## src/rtl/uart_pkg.sv

```systemverilog
// -----------------------------------------------------------------------------
// uart_pkg
//
// Shared definitions for the UART transmit path: the transmit sequencer state
// encoding and the line-level constants used when framing a word.
//
// Contents:
//   tx_state_t  transmit sequencer states {IDLE, START, DATA, PARITY, STOP}
//   LINE_IDLE   level of the UART line between frames and during stop bits
//   START_BIT   level of the UART line during the start bit
// -----------------------------------------------------------------------------
package uart_pkg;

    typedef enum logic [2:0] {
        IDLE   = 3'd0,
        START  = 3'd1,
        DATA   = 3'd2,
        PARITY = 3'd3,
        STOP   = 3'd4
    } tx_state_t;

    localparam logic LINE_IDLE = 1'b1;
    localparam logic START_BIT = 1'b0;

endpackage : uart_pkg

```

## src/rtl/uart_tx_ctrl.sv

```systemverilog
// -----------------------------------------------------------------------------
// uart_tx_ctrl
//
// UART transmit sequencer. Accepts one word per frame over a valid/ready
// handshake, latches it onto p_data for the serializer, enables the serializer
// for exactly DWIDTH bit periods and frames its output with a start bit, an
// optional parity bit and STOP_BITS stop bits. One clk cycle is one bit period.
//
// Parameters:
//   DWIDTH      data bits per frame (>= 2); must match the serializer
//   PARITY_EN   1 inserts a parity bit after the data, 0 omits it
//   PARITY_ODD  0 even parity, 1 odd parity
//   STOP_BITS   number of stop bits, 1 or 2
//
// Ports:
//   clk       in   bit-rate clock
//   rst       in   asynchronous, active-low reset
//   tx_valid  in   host presents a word
//   tx_data   in   word to send, LSB first on the line
//   tx_ready  out  controller can accept a word (state IDLE)
//   p_data    out  latched word, stable for the whole frame
//   ser_en    out  registered serializer enable
//   ser_data  in   serializer s_data
//   ser_done  in   serializer ser_done
//   tx_out    out  UART line, idles high
//   busy      out  frame in progress
//   err       out  sticky serializer/controller bit-count mismatch
// -----------------------------------------------------------------------------
module uart_tx_ctrl
    import uart_pkg::*;
#(
    parameter int DWIDTH     = 8,
    parameter int PARITY_EN  = 1,
    parameter int PARITY_ODD = 0,
    parameter int STOP_BITS  = 1
) (
    input  logic              clk,
    input  logic              rst,
    input  logic              tx_valid,
    input  logic [DWIDTH-1:0] tx_data,
    output logic              tx_ready,
    output logic [DWIDTH-1:0] p_data,
    output logic              ser_en,
    input  logic              ser_data,
    input  logic              ser_done,
    output logic              tx_out,
    output logic              busy,
    output logic              err
);

    // bit_cnt runs one past the last data bit on the exit edge, so it needs
    // room for the value DWIDTH.
    localparam int CNT_W = $clog2(DWIDTH + 1);
    localparam logic [CNT_W-1:0] LAST_BIT = CNT_W'(DWIDTH - 1);
    localparam logic [CNT_W-1:0] PRE_LAST = CNT_W'(DWIDTH - 2);
    localparam logic             LAST_STOP = 1'(STOP_BITS - 1);

    tx_state_t        state;
    tx_state_t        state_next;
    logic [CNT_W-1:0] bit_cnt;
    logic             stop_cnt;
    logic             parity_bit;
    logic             accept;
    logic             last_bit;

    assign accept   = (state == IDLE) && tx_valid;
    assign last_bit = (bit_cnt == LAST_BIT);

    // -------------------------------------------------------------------------
    // State register
    // -------------------------------------------------------------------------
    // NOTE: every clocked register uses non-blocking assignment so all of them
    // update from the same pre-edge values regardless of statement order.
    always_ff @(posedge clk or negedge rst) begin
        if (!rst) begin
            state <= IDLE;
        end else begin
            state <= state_next;
        end
    end

    // -------------------------------------------------------------------------
    // Next-state logic
    // -------------------------------------------------------------------------
    // NOTE: state_next is given a default before the case so no path leaves it
    // unassigned, which would otherwise infer a latch.
    always_comb begin
        state_next = state;
        unique case (state)
            IDLE: begin
                if (tx_valid) state_next = START;
            end
            START: begin
                state_next = DATA;
            end
            DATA: begin
                // Leave on ser_done, or on the last counted bit even if the
                // serializer failed to flag it (the mismatch is recorded in err).
                if (ser_done || last_bit) begin
                    state_next = (PARITY_EN != 0) ? PARITY : STOP;
                end
            end
            PARITY: begin
                state_next = STOP;
            end
            STOP: begin
                if (stop_cnt == LAST_STOP) state_next = IDLE;
            end
            default: begin
                state_next = IDLE;
            end
        endcase
    end

    // -------------------------------------------------------------------------
    // Datapath: latched word, serializer enable, counters, parity, error flag
    // -------------------------------------------------------------------------
    always_ff @(posedge clk or negedge rst) begin
        if (!rst) begin
            p_data     <= '0;
            ser_en     <= 1'b0;
            bit_cnt    <= '0;
            stop_cnt   <= 1'b0;
            parity_bit <= 1'b0;
            err        <= 1'b0;
        end else begin
            if (accept) begin
                p_data     <= tx_data;
                ser_en     <= 1'b1;
                bit_cnt    <= '0;
                stop_cnt   <= 1'b0;
                parity_bit <= (^tx_data) ^ (PARITY_ODD != 0);
            end

            if (state == DATA) begin
                bit_cnt <= bit_cnt + 1'b1;
                // ser_en was set at the accept edge and first sampled at the
                // START->DATA edge; dropping it on the edge where bit_cnt
                // becomes DWIDTH-1 leaves exactly DWIDTH sampling edges. An
                // early exit from DATA also stops the serializer.
                if (bit_cnt == PRE_LAST || state_next != DATA) begin
                    ser_en <= 1'b0;
                end
                // ser_done must coincide with the last counted bit: early done
                // or missing done are both mismatches.
                if (ser_done != last_bit) begin
                    err <= 1'b1;
                end
            end

            if (state == STOP && stop_cnt != LAST_STOP) begin
                stop_cnt <= stop_cnt + 1'b1;
            end
        end
    end

    // -------------------------------------------------------------------------
    // Outputs: line mux over registered state, parity and serializer bit
    // -------------------------------------------------------------------------
    always_comb begin
        tx_out   = LINE_IDLE;
        tx_ready = 1'b0;
        busy     = 1'b1;
        unique case (state)
            IDLE: begin
                tx_out   = LINE_IDLE;
                tx_ready = 1'b1;
                busy     = 1'b0;
            end
            START:   tx_out = START_BIT;
            DATA:    tx_out = ser_data;
            PARITY:  tx_out = parity_bit;
            STOP:    tx_out = LINE_IDLE;
            default: begin
                tx_out   = LINE_IDLE;
                tx_ready = 1'b0;
                busy     = 1'b1;
            end
        endcase
    end

endmodule : uart_tx_ctrl

```

## config.mk

```make
export PLATFORM = sky130hd
export DESIGN_NAME = uart_tx_ctrl
export DESIGN_NICKNAME = d
export VERILOG_FILES = /design/src/rtl/uart_pkg.sv /design/src/rtl/uart_tx_ctrl.sv
export SDC_FILE = /design/constraint.sdc
export NUM_CORES = 1
export LEC_CHECK = 0
export BUFFER_PORTS_ARGS = -buffer_cell sky130_fd_sc_hd__buf_2
export CORE_ASPECT_RATIO = 0.6
export CORE_MARGIN = 2
export CORE_UTILIZATION = 32
export DETAILED_ROUTE_END_ITERATION = 8
export REMOVE_ABC_BUFFERS = 1
export SETUP_SLACK_MARGIN = 0.5
export SYNTH_ARGS = -nofsm -noshare
export SYNTH_HDL_FRONTEND = slang
export SYNTH_SLANG_ARGS = --single-unit
```

## constraint.sdc

```tcl
create_clock -name clk -period 2.62 [get_ports clk]
set_input_delay 0.131 -clock clk [delete_from_list [all_inputs] [get_ports clk]]
set_output_delay 0.131 -clock clk [all_outputs]
set_load 0.005 [all_outputs]
```

==> qor.csv <==
stage;metric;value;unit
detailed_routing;drt first-iter violations;50;
finish;n_diodes;0;
yosys;most instantiated library cell after synthesis;dfrtp_1;
placement;Place WS;952.6;ps
min_path;Hold Crit Endpoint;p_data[2];
timing;RSZ-0062 raised after global routing;false;
min_path;HP Start;tx_data[2];
outcome;status;finished, final reports clean;
timing;final setup vio count;0;
yosys;synthesized cell area;974.7;um^2
min_path;HP Class;in -> reg;
yosys;post-synth top area share;48.78;%
cts;CTS buffer count;3;
timing;min setup slack post-route;942.9;ps
power;Worst VDD drop;0.4160;mV
yosys;Synth area leaders;dfrtp_1 49%, mux2_4 12%, xnor2_1 7.2%;
critical_path;CP Launch Type;flop;
critical_path;kind of critical path;reg -> reg;
timing;setup_tns;0;ps
power;sequential share of power;42.2;%
power;Int Power;829.6;uW
critical_path;worst r2r src;state[1];
timing;Max-slew headroom;62.49;%
finish;Finished Cell Area;1167;um^2
global_routing;initial antenna violation count;0;
yosys;asr flop ratio synth;100.0;%
detailed_routing;DR vias/cell;4.444;
placement;PortBufs;25;
floorplan;num rows;15;
global_routing;gr usage total;11.50;%
critical_path;critical path required time;2760;ps
detailed_routing;drt total wl;1.909;mm
global_routing;largest net degree at the start of global routing;20;
detailed_routing;routed via count;671;
timing;clock skew;3.938;ps
yosys;most used flip-flop cell after synthesis;dfrtp_1;
power;pwr dens;1090;nW/um^2
yosys;largest area contributor in the netlist;dfrtp_1;
critical_path;Arr. time, crit path;1820;ps
yosys;sequential-to-total area share from yosys stat;48.78;%
run;maxcap violations;0;
global_routing;vias in the first global route;596;
timing;Final Hold Fails;0;
cts;Sink Count;19;
floorplan;die height;46.75;um
global_routing;first-pass GRT wire length;2.904;mm
detailed_routing;DRC errors left;0;
cts;clock latency on the worst-skew pair;260;ps
global_routing;total grt overflow;0;
min_path;Hold Path Cell Cnt;2;
timing;min Tclk post-route;1677;ps
timing;Peak Freq;596.3;MHz
cts;Max clock buf depth;2;
power;Switch Pwr;442.6;uW
detailed_routing;drt first pass iters;4;
yosys;number of synthesis warnings;0;
yosys;Gate Count Post-Synth;83;
floorplan;die footprint;3518;um^2
yosys;#FFs+latches synth;19;
finish;post-synthesis to final-layout area growth;19.77;%
yosys;Post-synth EDFFs;0;
timing;Hold WS;128.5;ps
timing;Tcrit/Tclk final;64.01;%
power;combinational power share;41.6;%
cts;htree depth;1;
critical_path;Critical R2R Capture;p_data[1];
floorplan;die width;75.25;um
cts;Clock transition at path regs;70;ps
critical_path;Worst Setup End Kind;flop;
yosys;synth unique cells;29;
finish;fin nets;126;
critical_path;CP Max Fanout;12;
critical_path;R2R setup slack;940;ps
floorplan;# IOs;26;
power;clock power share;16.2;%
timing;Slew @ Worst Pin;556.7;ps
critical_path;r2r worst-path depth;4;
yosys;syn avg cell area;11.74;um^2
power;Lkg Pwr;0.0005554;uW
detailed_routing;Routed Antenna Nets;0;
placement;Detailed Place HPWL;1.452;mm
placement;placed cell area;1112;um^2
detailed_routing;post-DR wirelength/cell;12.64;um
power;Net Sw Frac;34.79;%
placement;routability cong.;0.7309;
floorplan;initial core utilization;33.72;%
cts;clock root buffer;clkbuf_8;
yosys;synth cell count leaders;19 x dfrtp_1, 8 x mux2_4, 8 x xnor2_1;
cts;CTS tree;yes;
floorplan;core box area;2890;um^2
finish;share of layout cells above drive strength 1;38.53;%
timing;Slew Viols, Final;0;
==> area by class of cell <==
type,count,area (um^2)
clock buffer,4,45.04
multi-input combinational,55,440.4
timing repair buffer,26,135.1
inverter,5,18.77
tap,42,52.55
sequential,19,475.5
fill,307,1723
==> routing by layer <==
layer / global-route usage (%) / up-vias / wire (um)
li1: - / 333 / -
met1: 18.23 / 320 / 994
met2: 14.04 / 18 / 803
met3: 5.150 / 0 / 111
met4: 2.105 / 0 / 0
met5: 0 / - / 0
==> registers in the layout, indices dropped and copies added, names as in the netlist <==
name / count
ser_en: 1
parity_bit: 1
err: 1
bit_cnt: 4
p_data: 8
state: 3
stop_cnt: 1
==> placed cells by master (no fill, tap or decap), types with 2 or more instances in the layout <==
master / netlist / routed
buf_2: 1 / 25
dfrtp_1: 19 / 19
xnor2_1: 8 / 8
mux2_4: 8 / 8
nand2_1: 5 / 5
nor2_1: 5 / 5
o21ai_0: 5 / 5
inv_1: 4 / 4
a21oi_1: 4 / 4
ha_1: 3 / 3
clkbuf_8: 0 / 3
nand3_1: 2 / 2
a22o_1: 2 / 2
==> repair_timing <==
item	in CTS	in global routing
endpoints found under the setup margin	0	0
resized for setup	0	0
hold buffers	1	0
hold endpoints to repair	19	0
setup buffers	0	0
==> cells by family after synthesis <==
group                    after synthesis  synth area share [%]
buffers and inverters                  9                 6.032
AND/OR/NAND/NOR                       19                 10.40
XOR/XNOR                               8                 7.189
adder cells (fa/ha/maj)                3                 3.852
multiplexers                           8                 12.32
flip-flops                            19                 48.78
AO/OA/AOI/OAI                         17                 11.43
==> through the flow <==
| step | utilization, % | power (uW) | instances |
|---|---|---|---|
| finish | 40.39 | 1272 | 151 |
| global route | 40.39 | 1366 | 151 |
| CTS | 40.39 | 1284 | 151 |
| detailed placement | 38.48 | 1076 | 146 |
| global placement | 38.48 | 1057 | 146 |
| floorplan | - | 876.6 | 79 |
==> worst max-delay path, cell delays in order, from the launching register on <==
cell and delay (ps):
dfrtp_1 510, or3_4 420, inv_2 60, and2_4 250, mux2_4 320
==> how the worst max path moves through the flow <==
| stage | startpoint | to | slack, ps | cells after the start |
|---|---|---|---|---|
| after floorplan | state[1] | p_data[0] | 1040 | 4 |
| after global placement | state[1] | p_data[3] | 990 | 4 |
| after detailed placement | state[1] | p_data[1] | 950 | 4 |
| after CTS | state[1] | p_data[1] | 950 | 4 |
| after global routing | state[1] | p_data[1] | 880 | 4 |
| final | state[1] | p_data[1] | 940 | 4 |
==> power groups by stage <==
stage | registers [uW] | clock network, uW | logic [uW]
after floorplan | 524 | 0 | 353
after global placement | 536 | 0 | 521
after detailed placement | 542 | 0 | 534
after CTS | 538 | 209 | 537
after global routing | 555 | 220 | 591
final | 537 | 206 | 529
No activity file was read; power rests on OpenSTA's default activity.
